[src/rtl/proc_ctrl_pkg.sv]
// proc_ctrl_pkg: shared state encodings and default sizing for the run controller
package proc_ctrl_pkg;
  typedef enum logic [1:0] {
    ST_IDLE = 2'd0,
    ST_LOAD = 2'd1,
    ST_COMP = 2'd2,
    ST_DONE = 2'd3
  } state_t;
  localparam int NUM_CORES_DEF = 3;
  localparam int CNT_W_DEF     = 16;
  localparam int TIMEOUT_DEF   = 1024;
endpackage

[src/rtl/process_run_controller_if.sv]
// process_run_controller_if: host/loader/core handshake bundle for the run controller
interface process_run_controller_if #(
  parameter int NUM_CORES = 3,
  parameter int CNT_W     = 16
);
  logic                 start_process;
  logic                 load_done;
  logic [NUM_CORES-1:0] core_done;
  logic                 load_start;
  logic                 core_start;
  logic [1:0]           status;
  logic [CNT_W-1:0]     cycle_count;
  logic                 error;
  modport master (
    output start_process, load_done, core_done,
    input  load_start, core_start, status, cycle_count, error
  );
  modport slave (
    input  start_process, load_done, core_done,
    output load_start, core_start, status, cycle_count, error
  );
endinterface

[src/rtl/process_run_controller_phase_watchdog.sv]
// phase_watchdog: clearable per-phase cycle counter flagging TIMEOUT-1 while enabled
module phase_watchdog #(
  parameter int TIMEOUT = 1024
) (
  input  logic fast_clock,
  input  logic rst_n,
  input  logic i_clear,
  input  logic i_en,
  output logic o_expired
);
  localparam int W = $clog2(TIMEOUT);
  logic [W-1:0] r_cnt;
  always_ff @(posedge fast_clock or negedge rst_n) begin
    if (!rst_n) r_cnt <= '0;
    else        r_cnt <= i_clear ? '0 : i_en ? r_cnt + W'(1) : r_cnt;
  end
  assign o_expired = i_en && (r_cnt == W'(TIMEOUT - 1));
endmodule

[src/rtl/process_run_controller.sv]
// process_run_controller: start-edge triggered load/compute sequencer with cycle count and watchdog
module process_run_controller
  import proc_ctrl_pkg::*;
#(
  parameter int NUM_CORES = NUM_CORES_DEF,
  parameter int CNT_W     = CNT_W_DEF,
  parameter int TIMEOUT   = TIMEOUT_DEF
) (
  input logic fast_clock,
  input logic rst_n,
  process_run_controller_if.slave bus
);
  state_t               r_state, w_next;
  logic                 r_start_q, r_load_start, r_core_start, r_error;
  logic [NUM_CORES-1:0] r_mask;
  logic [CNT_W-1:0]     r_cycle_count;
  logic                 w_go, w_all, w_run, w_clear, w_expired, w_to_err, w_launch;
  assign w_go     = bus.start_process && !r_start_q;
  assign w_all    = &(r_mask | bus.core_done);
  assign w_run    = (r_state == ST_LOAD) || (r_state == ST_COMP);
  assign w_clear  = (w_next != r_state);
  assign w_launch = (r_state == ST_IDLE) && w_go;
  phase_watchdog #(.TIMEOUT(TIMEOUT)) u_wd (
    .fast_clock (fast_clock),
    .rst_n      (rst_n),
    .i_clear    (w_clear),
    .i_en       (w_run),
    .o_expired  (w_expired)
  );
  // the exit condition outranks a simultaneous timeout
  always_comb begin
    w_next   = r_state;
    w_to_err = 1'b0;
    case (r_state)
      ST_IDLE: w_next = w_go ? ST_LOAD : ST_IDLE;
      ST_LOAD: begin
        w_next   = bus.load_done ? ST_COMP : w_expired ? ST_DONE : ST_LOAD;
        w_to_err = w_expired && !bus.load_done;
      end
      ST_COMP: begin
        w_next   = (w_all || w_expired) ? ST_DONE : ST_COMP;
        w_to_err = w_expired && !w_all;
      end
      default: w_next = bus.start_process ? ST_DONE : ST_IDLE;
    endcase
  end
  always_ff @(posedge fast_clock or negedge rst_n) begin
    if (!rst_n) begin
      r_state       <= ST_IDLE;
      r_start_q     <= 1'b0;
      r_load_start  <= 1'b0;
      r_core_start  <= 1'b0;
      r_mask        <= '0;
      r_cycle_count <= '0;
      r_error       <= 1'b0;
    end else begin
      r_state       <= w_next;
      r_start_q     <= bus.start_process;
      r_load_start  <= w_launch;
      r_core_start  <= (r_state == ST_LOAD) && bus.load_done;
      r_mask        <= (r_state == ST_COMP) ? (r_mask | bus.core_done) : '0;
      r_cycle_count <= w_launch ? '0 : (w_run && !(&r_cycle_count)) ? r_cycle_count + CNT_W'(1) : r_cycle_count;
      r_error       <= w_launch ? 1'b0 : (r_error || w_to_err);
    end
  end
  assign bus.status      = r_state;
  assign bus.load_start  = r_load_start;
  assign bus.core_start  = r_core_start;
  assign bus.cycle_count = r_cycle_count;
  assign bus.error       = r_error;
endmodule

[src/flat_wrapper.sv]
// flat-port wrapper written by rule: the top's interface ports become plain ports
module process_run_controller_flat import proc_ctrl_pkg::*;
#(
  parameter int NUM_CORES = NUM_CORES_DEF,
  parameter int CNT_W     = CNT_W_DEF,
  parameter int TIMEOUT   = TIMEOUT_DEF
)
  (fast_clock, rst_n, bus_start_process, bus_load_done, bus_core_done, bus_load_start, bus_core_start, bus_status, bus_cycle_count, bus_error);
  process_run_controller_if #(.NUM_CORES(NUM_CORES), .CNT_W(CNT_W)) bus_i ();
  input logic fast_clock;
  input logic rst_n;
  input wire logic [$bits(bus_i.start_process)-1:0] bus_start_process;
  input wire logic [$bits(bus_i.load_done)-1:0] bus_load_done;
  input wire logic [$bits(bus_i.core_done)-1:0] bus_core_done;
  output wire logic [$bits(bus_i.load_start)-1:0] bus_load_start;
  output wire logic [$bits(bus_i.core_start)-1:0] bus_core_start;
  output wire logic [$bits(bus_i.status)-1:0] bus_status;
  output wire logic [$bits(bus_i.cycle_count)-1:0] bus_cycle_count;
  output wire logic [$bits(bus_i.error)-1:0] bus_error;
  assign bus_i.start_process = bus_start_process;
  assign bus_i.load_done = bus_load_done;
  assign bus_i.core_done = bus_core_done;
  assign bus_load_start = bus_i.load_start;
  assign bus_core_start = bus_i.core_start;
  assign bus_status = bus_i.status;
  assign bus_cycle_count = bus_i.cycle_count;
  assign bus_error = bus_i.error;
  process_run_controller #(.NUM_CORES(NUM_CORES), .CNT_W(CNT_W), .TIMEOUT(TIMEOUT)) u_core (.fast_clock(fast_clock), .rst_n(rst_n), .bus(bus_i));
endmodule
[config.mk]
export PLATFORM = sky130hd
export DESIGN_NAME = process_run_controller_flat
export DESIGN_NICKNAME = d
export VERILOG_FILES = /design/src/rtl/proc_ctrl_pkg.sv /design/src/rtl/process_run_controller_if.sv /design/src/rtl/process_run_controller_phase_watchdog.sv /design/src/rtl/process_run_controller.sv /design/src/flat_wrapper.sv
export SDC_FILE = /design/constraint.sdc
export NUM_CORES = 1
export LEC_CHECK = 0
export BUFFER_PORTS_ARGS = -buffer_cell sky130_fd_sc_hd__buf_4
export CORE_ASPECT_RATIO = 2
export CORE_MARGIN = 2
export CORE_UTILIZATION = 40
export CTS_CLUSTER_DIAMETER = 30
export DETAILED_ROUTE_END_ITERATION = 12
export GPL_TIMING_DRIVEN = 0
export PLACE_DENSITY_LB_ADDON = 0.25
export SLEW_MARGIN = 5
export SYNTH_ARGS = -nofsm -noshare
export SYNTH_HDL_FRONTEND = slang
export SYNTH_HIERARCHICAL = 1
export SYNTH_SLANG_ARGS = --single-unit
[constraint.sdc]
create_clock -name fast_clock -period 4.3 [get_ports fast_clock]
set_clock_uncertainty 0.1 [all_clocks]
set_input_delay 0.86 -clock fast_clock [delete_from_list [all_inputs] [get_ports fast_clock]]
set_output_delay 0.86 -clock fast_clock [all_outputs]
set_load 0.005 [all_outputs]
### Word-level counts from Yosys, hierarchy flattened

Index checks and enable logic that the tools add are counted.

* add/sub/neg operators: 2
* multiply operators: 0
* divide/modulo/power cells: 0
* $lt $le $gt $ge: 0
* equality and inequality tests: 4
* shift-type cells: 0
* mux-type cells: 13
* bitwise operators: 1
* reduce and logical (&&, ||, !) cells: 19

Operators with widths (number)
* $mux W16: 2
* $mux W10: 2
* $add A16 B1 Y16 const B: 1
* $reduce_and A16 Y1: 1
* $add A10 B1 Y10 const B: 1
* $eq A10 B10 Y1 const B: 1
* $logic_and A1 B1 Y1: 7
* $mux W2: 3
* $pmux W2 S3: 1
* $logic_not A1 Y1: 4
* $reduce_bool A2 Y1: 2
* $logic_or A1 B1 Y1: 3
* $mux W1: 3
* $mux W3: 1
* $or A3 B3 Y3: 1
* $reduce_and A3 Y1: 1
* $eq A2 B1 Y1 const B: 1
* $eq A2 B2 Y1 const B: 1
* $logic_not A2 Y1: 1
* $ne A2 B2 Y1: 1
* $pmux W1 S2: 1

* register bits after elaboration: 35
* bits in latches: 0
* memory bits (writable): 0
* ROM bits: 0
* input port bits: 7
* output and inout port bits: 21
* word-level logic and storage cells: 47
* memories: 0

### Longest topological paths before layout

Gate-level depths: netlist of the first run.

* depth after elaboration: 8
* depth in mapped cells: 12
* depth with buffers taken out: 11

### Modules after synthesis

The synthesis of the first run kept the hierarchy.

By module, submodules not included
* process_run_controller: instances 1, cells each 137, area an instance 1375.1 um^2, sequential area each 625.6 um^2
* phase_watchdog: instances 1, cells each 49, area an instance 504.2 um^2, sequential area each 250.2 um^2

### Least setup slack after synthesis of the first run

OpenSTA, ideal clock, no wires.

* path kind: reg2reg
* start point: register u_core.r_state[0], in the netlist u_core/bus.status[0]
* end point: register u_core.u_wd.r_cnt[3]
* setup time: 0.132 ns
* arrival: 3.101 ns
* required time: 4.068 ns
* setup slack: 0.967 ns
* cell stages (with the launch flop): 12
* buffers on the path: 1
* period minus slack after synthesis: 3.333 ns
* cell sequence: dfrtp_1 inv_1 ha_1 buf_2 nand3_1 nor4_1 a2111oi_0 mux2i_1 or4b_2 o2111ai_4 xor2_1 nor2_1

* word-level cells in the longest chain between the ends: 8
* elaborated cells between the ends (all ways): 13
* classes of those cells: 3 x eq/ne; 5 x mux; 5 x reduce/logical

Ends and longest elaborated chain
* start, declared: line process_run_controller.sv:13 `state_t r_state, w_next;`
* start signal, assigned: line process_run_controller.sv:57 `r_state <= w_next;`
* $eq A2 B1 Y1 / $eq A2 B2 Y1 (equally long branches): line process_run_controller.sv:20 `assign w_run = (r_state == ST_LOAD) || (r_state == ST_COMP);`
* $logic_or A1 B1 Y1 (*): line process_run_controller.sv:20
* via u_core.w_run: line process_run_controller.sv:17 `logic w_go, w_all, w_run, w_clear, w_expired, w_to_err, w_launch;`
* $logic_and A1 B1 Y1 (*): line process_run_controller_phase_watchdog.sv:17 `assign o_expired = i_en && (r_cnt == W'(TIMEOUT - 1));`
* via u_core.w_expired: line process_run_controller.sv:17
* $mux W2 / $logic_or A1 B1 Y1 (equally long branches): line process_run_controller.sv:37, process_run_controller.sv:41
* $mux W2 / $mux W1 (equally long branches): line process_run_controller.sv:37, process_run_controller.sv:41
* $pmux W2 S3 (*): line process_run_controller.sv:34 `case (r_state)`
* $ne A2 B2 Y1 (*): line process_run_controller.sv:21 `assign w_clear = (w_next != r_state);`
* via u_core.w_clear: line process_run_controller.sv:17
* $mux W10 / $reduce_bool A2 Y1 (equally long branches)
* end signal, assigned: line process_run_controller_phase_watchdog.sv:15 `else r_cnt <= i_clear ? '0 : i_en ? r_cnt + W'(1) : r_cnt;`
* end, declared: line process_run_controller_phase_watchdog.sv:12 `logic [W-1:0] r_cnt;`

The timed path passes the listed nets; every way through them passes the cells marked *.
A chain may end at the register's enable or synchronous reset.

### Worst setup path in the final report of the first run

Same ends and word-level chain as after synthesis.

==> summary.md, run 1 <==
| Metric | Value |
|---|---|
| Critical Path AT | `3910 ps` |
| Final Hold Viols | `0` |
| Post_cts resized | `0` |
| Largest net degree at the start of global routing | `36` |
| YS warnings | `6` |
| Fmax | `~260 MHz` |
| RSZ-0062 raised after global routing | `no` |
| R2R setup slack | `~440 ps` |
| Cells after Synth | `186` |
| Layout cells sized above 1 | `23.64%` |
| CTS Hold Buffers Added | `0` |
| Ys flop type | `dfrtp_1` |
| CTS sink count | `35` |
| Yosys cell types | `50` |
| ANT cells | `0` |
| Worst slack, placed | `432.3 ps` |
| DR pass1 iterations | `4` |
| DR DRC count | `0` |
| Avg Inst Size Synth | `10.10 um^2` |
| CP Capture Type | `flip-flop` |
| I/O Pins | `28` |
| Worst-margin pin slew | `~770 ps` |
| Post-route ant nets | `0` |
| Final wirelength | `4204 um` |
| Global-route wire length before repair | `7327 um` |
| Longest Clk Path Bufs | `2` |
| Grt total ovfl | `0` |
| Clock transition at path regs | `~70 ps` |
| Synth top area share | `roughly 47%` |
| Die width | `52.47 um` |
| Final period util | `between 80% and 90%` |
| Power per cell area | `481.7 mW/mm^2` |
| Final Util | `49.15%` |
| Largest area contributor in the netlist | `dfrtp_1` |
| Max-slew headroom | `between 40% and 50%` |
| Root Driver | `clkbuf_8` |
| Nets | `233` |
| Crit Path Max Fanout | `8` |
| Commonest non-fill, non-tap cell in the layout | `dfrtp_1` |
| Vias in the first global route | `1,594` |
| Setup tns final | `0 ps` |
| Total die area | `between 0.005 and 0.006 mm^2` |
| Most frequent cells in the layout | `dfrtp_1 (35), buf_4 (27), a21oi_1 (17), nor2_1 (11), o21ai_0 (11)` |
| Max cap viols | `0` |
| CTS tree | `yes` |
| Total Routing Usage GR | `between 10% and 20%` |
| Fillers | `463` |
| Initial antenna violation count | `0` |
| WL/cell | `about 15 um` |
| Period minus WS final | `3861 ps` |
| Register area share after synthesis | `46.60%` |
| H-tree depth | `2` |
| HPWL Detailed | `3107 um` |
| Req. time, crit path | `4350 ps` |
| Placeable Area | `0.004554 mm^2` |
| EDFF count, synth | `0` |
| Layout area overhead | `19.11%` |
| Critical path launch point type | `flip-flop` |
| Initial DRC count | `33` |
| Die Height | `100.9 um` |
| Final setup margin | `438.6 ps` |
| Mean number of vias per cell | `roughly 5.8` |
| Initial Util | `41.26%` |
| Cell row count | `35` |
| Pleak | `between 0.9 and 1 nW` |
| Critical path class | `reg -> reg` |
| Status | `completed` |
| Maximum vdd ir drop | `0.3546 mV` |
| Placer's final routability congestion estimate | `0.7634` |
| Syn Nets | `199` |
| Synthesized flop and latch total | `35` |
| Hold Path Class | `reg -> reg` |
| # setup viols final | `0` |
| Asr flop ratio synth | `100.0%` |
| Clock latency on the worst-skew pair | `280 ps` |
| Top cells by area, synth | `dfrtp_1 (47%), a21oi_1 (4.5%), ha_1 (4.0%)` |
| Mapped Area | `0.001879 mm^2` |
| Vias | `~1,600` |
| CTS buffer count | `5` |
| Fin. max-slew vios | `0` |
| Post-CTS setup repair buffer count | `0` |
| IO Port Bufs | `27` |
## cell type report
| type | instances | area, um^2 | share of cell area, % |
|---|---|---|---|
| Tap cell | 55 | 68.82 | 3.074 |
| Clock inverter | 1 | 5.005 | 0.2236 |
| Sequential cell | 35 | 875.8 | 39.13 |
| Inverter | 8 | 30.03 | 1.342 |
| Clock buffer | 6 | 82.58 | 3.689 |
| Multi-Input combinational cell | 137 | 939.7 | 41.98 |
| Buffer | 6 | 33.78 | 1.509 |
| Timing Repair Buffer | 27 | 202.7 | 9.055 |
## kinds of logic after synthesis
| kind of cell | share of synthesized area [%] |
|---|---|
| muxes | 2.197 |
| DFF | 46.60 |
| AOI/OAI and AO/OA | 18.31 |
| adders and majority gates | 3.995 |
| xor gates and xnor gates | 1.865 |
| and+or+nand+nor | 23.64 |
| buffers and inverters | 3.395 |
## per-stage QoR
stage | instance area (um^2) | std cells | hold slack, ps | total power, W
5_1_grt | 2238 | 275 | 396.3 | 0.001168
3_3_place_gp | 2151 | 268 | 363.9 | 0.0008439
2_1_floorplan | 1879 | 186 | 351.7 | 0.0007033
3_5_place_dp | 2151 | 268 | 368.5 | 0.0008492
4_1_cts | 2238 | 275 | 384.5 | 0.001098
6_report | 2238 | 275 | 380.8 | 0.001078
## layer usage
layer  wire length [um]  up-vias  track usage (%)
li1                   -      769                -
met1               1604      773            18.61
met2               2397       31            33.27
met3                105        9            3.264
met4                 97        0            7.692
met5                  0        -                0
## where the power goes
| part | internal, W | total [W] | switching (W) |
|---|---|---|---|
| sequential | 0.000380 | 0.000441 | 0.0000603 |
| clock | 0.000126 | 0.000240 | 0.000115 |
| combinational | 0.000168 | 0.000397 | 0.000230 |
| total | 0.000673 | 0.00108 | 0.000405 |
## flip-flops by register name, summed over array words and instances, names as in the netlist
signal	flops
u_core/r_mask	3
u_core/bus.cycle_count	16
u_core/bus.load_start	1
u_core/u_wd/r_cnt	10
u_core/bus.error	1
u_core/bus.status	2
u_core/r_start_q	1
u_core/bus.core_start	1
## worst max-delay path, cell delays in order (launching register included)
cell and delay [ps]:
dfrtp_1 500, inv_1 110, ha_1 370, buf_2 200
nand3_1 180, nor4_1 110, a2111oi_0 700, mux2i_1 250
or4b_2 660, o2111ai_4 310, xor2_1 190, nor2_1 50
## cell usage after synthesis, drive strengths merged (2+ instances only)
master / n
dfrtp: 35
a21oi: 17
o21ai: 13
nor2: 11
nand3: 9
or3: 9
inv: 8
nand4: 7
or4: 7
ha: 6
nand2: 6
nor3: 5
o31ai: 5
buf: 4
o21a: 4
and2: 3
and4: 3
mux2i: 3
xor2: 3
a311oi: 2
a41oi: 2
and3: 2
clkbuf: 2
nor2b: 2
nor4: 2
## worst paths after layout
| kind | from | to | cells after the start |
|---|---|---|---|
| worst max-delay path | u_core/bus.status[0] | u_core/u_wd/r_cnt[3] | 11 |
| worst min-delay path | u_core/r_mask[2] | u_core/r_mask[2] | 1 |
| worst max register to register | u_core/bus.status[0] | u_core/u_wd/r_cnt[3] | 11 |
| worst min register to register | u_core/r_mask[2] | u_core/r_mask[2] | 1 |
| max in group asynchronous | rst_n | u_core/u_wd/r_cnt[6] | 1 |
| min in group asynchronous | rst_n | u_core/bus.cycle_count[13] | 1 |
Note: power is estimated with default switching activity, not from simulation.
==> run 2, diff against run 1 <==
Settings changed: CORE_UTILIZATION 40 to 25.
==> run 2 against run 1 <==
Net effect: critical path depth is 1 higher; routed wire length is 13% higher; power is 12% higher; flip-flop and latch count stayed put; largest cell class unchanged; die area is 56% higher; largest power group unchanged; combinational power is 2% higher; utilization is 17 points lower; sequential power hardly changed; register-to-register slack better by 20 ps; cell area is 4.6% higher; via count is 0.63% higher; cell count is 13% higher.
==> summary.md, run 2 (same netlist as run 1, synthesis figures left out) <==
| Metric | Value |
|---|---|
| Status | `completed` |
| Fmax | `260.2 MHz (+0.47%)` |
| Vias in the first global route | `1,634 (+2.5%)` |
| Inst Count DP | `305 (+14%)` |
| Root Driver | `clkbuf_16` |
| ANT cells | `0 (unchanged)` |
| Worst R2R End | `u_core/u_wd/r_cnt[3]` |
| Maximum vdd ir drop | `0.2116 mV (-40%)` |
| CTS buffer count | `5 (unchanged)` |
| I/O Pins | `28 (unchanged)` |
| Fillers | `789 (+70%)` |
| Non-Filler Instances | `312 (+13%)` |
| # setup viols final | `0 (unchanged)` |
| Initial antenna violation count | `0 (unchanged)` |
| Total die area | `0.008269 mm^2 (+56%)` |
| Die width | `65.31 um (+24%)` |
| Worst-margin pin slew | `726.7 ps (-43.89 ps)` |
| CP Capture Type | `flip-flop` |
| IO Port Bufs | `27 (unchanged)` |
| Worst Reg2Reg Path Length in Cells | `12 (+1)` |
| R2R setup slack | `460 ps (+20 ps)` |
| Cell depth of the worst hold path | `1 (unchanged)` |
| Layout area overhead | `24.57%` |
| Setup tns final | `0 ps (unchanged)` |
| Worst slack, placed | `408.9 ps (-23.35 ps)` |
| CTS sink count | `35 (unchanged)` |
| Most frequent cells in the layout | `dfrtp_1 (35), buf_4 (27), a21oi_1 (17), nor2_1 (11), o21ai_0 (11)` |
| Mean number of vias per cell | `5.103 (-11%)` |
| Final period util | `89.38% (-0.42 points)` |
| Post_cts resized | `0 (unchanged)` |
| WL/cell | `15.24 um (-0.29%)` |
| Pleak | `1.000 nW (+2.6%)` |
| Final Hold Viols | `0 (unchanged)` |
| Initial Util | `25.86% (-15 points)` |
| Global-route wire length before repair | `7941 um (+8.4%)` |
| Req. time, crit path | `4340 ps (about the same)` |
| Final wirelength | `4756 um (+13%)` |
| HPWL Detailed | `3466 um (+12%)` |
| Total Routing Usage GR | `12.82% (-5.1 points)` |
| Internal | `0.0007749 W (+15%)` |
| Max-slew headroom | `50.30% (+3.0 points)` |
| Seq pwr share | `36.8% (-4.1 points)` |
| Critical path class | `reg -> reg` |
| CTS tree | `yes` |
| Hold Path End | `u_core/r_mask[0]` |
| DR pass1 iterations | `4 (unchanged)` |
| Placeable Area | `0.007267 mm^2 (+60%)` |
| H-tree depth | `2 (unchanged)` |
| Critical path launch point type | `flip-flop` |
| CTS Hold Buffers Added | `0 (unchanged)` |
| Logic pwr share | `33.4% (-3.4 points)` |
| Largest net degree at the start of global routing | `36 (unchanged)` |
| Longest Clk Path Bufs | `2 (unchanged)` |
| Hold Path Class | `reg -> reg` |
| Fin. max-slew vios | `0 (unchanged)` |
| Nets | `233 (unchanged)` |
| RSZ-0062 raised after global routing | `no` |
| Largest register FFs | `16 (unchanged)` |
| Placer's final routability congestion estimate | `0.7556 (-1.0%)` |
| Clock Power Share | `29.8% (+7.5 points)` |
| Layout cells sized above 1 | `23.64% (unchanged)` |
| Die Height | `126.6 um (+25%)` |
| Critical Path AT | `3890 ps (-20 ps)` |
| Final setup margin | `456.6 ps (+17.97 ps)` |
| Worst hold start | `u_core/r_mask[0]` |
| DR DRC count | `0 (unchanged)` |
| Initial DRC count | `56 (+70%)` |
| Net Sw Frac | `35.82% (-1.7 points)` |
| Post-CTS setup repair buffer count | `0 (unchanged)` |
| R2r startpoint | `u_core/bus.status[0]` |
| Cell row count | `44 (+26%)` |
| Grt total ovfl | `0 (unchanged)` |
| Commonest non-fill, non-tap cell in the layout | `dfrtp_1` |
| Crit Path Max Fanout | `8 (unchanged)` |
| Vias | `1,592 (+0.63%)` |
| Post-route ant nets | `0 (unchanged)` |
| Clock transition at path regs | `50 ps (-20 ps)` |
| Period minus WS final | `3843 ps (-17.97 ps)` |
| Power per cell area | `515.8 mW/mm^2 (+7.1%)` |
| Clock latency on the worst-skew pair | `280 ps (about the same)` |
| Max cap viols | `0 (unchanged)` |
| Net Sw Power | `0.0004326 W (+6.8%)` |
==> run 2: area by class of cell <==
type | count | area (um^2) | share of cell area (%)
timing repair buffer | 27 | 202.7 | 8.658
multi-input combinational | 137 | 939.7 | 40.14
clock buffer | 6 | 138.9 | 5.933
sequential | 35 | 875.8 | 37.41
inverter | 8 | 30.03 | 1.283
clock inverter | 1 | 5.005 | 0.2138
buffer | 6 | 33.78 | 1.443
tap | 92 | 115.1 | 4.917
==> run 2: power groups by stage <==
stage | clock network, W | logic (W) | registers (W)
2_1_floorplan | 0 | 0.000266 | 0.000437
3_3_place_gp | 0 | 0.000406 | 0.000451
3_5_place_dp | 0 | 0.000410 | 0.000452
4_1_cts | 0.000380 | 0.000411 | 0.000446
5_1_grt | 0.000390 | 0.000454 | 0.000457
6_report | 0.000360 | 0.000403 | 0.000444
==> run 2: how the worst max path moves through the flow <==
stage	from	cells past startpoint	slack [ps]	endpoint
floorplan	u_core/bus.status[0]	11	970	u_core/u_wd/r_cnt[3]
global placement	u_core/bus.status[0]	12	450	u_core/u_wd/r_cnt[3]
detailed placement	u_core/bus.status[0]	11	410	u_core/u_wd/r_cnt[5]
CTS	u_core/bus.status[0]	11	380	u_core/u_wd/r_cnt[5]
global route	u_core/bus.status[0]	12	50	u_core/u_wd/r_cnt[5]
finish	u_core/bus.status[0]	12	460	u_core/u_wd/r_cnt[3]
==> run 2: per-layer routing <==
metal	wire length (um)	up-vias	track usage [%]	share of wire, %
li1	-	774	-	-
met1	1745	774	12.85	37
met2	2704	34	23.23	57
met3	145	10	2.748	3.0
met4	160	0	7.843	3.4
met5	0	-	0	0
==> run 2: worst max-delay path, stage by stage (launching register included) <==
cell and delay, ps:
dfrtp_1 470, inv_1 100, ha_1 370, buf_2 220, nand3_1 190, nor4_1 450, o21ai_0 180, a21oi_1 250
o32ai_1 120, or4b_2 690, o2111ai_4 330, xor2_1 180, nor2_1 50
==> run 2: per-stage QoR <==
stage | utilization (%) | instance area [um^2] | power, W | hold slack, ps
after floorplan | - | 1879 | 0.0007033 | 351.7
after global placement | 30.23 | 2197 | 0.0008567 | 366.6
after detailed placement | 30.23 | 2197 | 0.0008620 | 372.3
after CTS | 32.21 | 2341 | 0.001237 | 385.5
after global routing | 32.21 | 2341 | 0.001301 | 405.0
final | 32.21 | 2341 | 0.001207 | 380.6
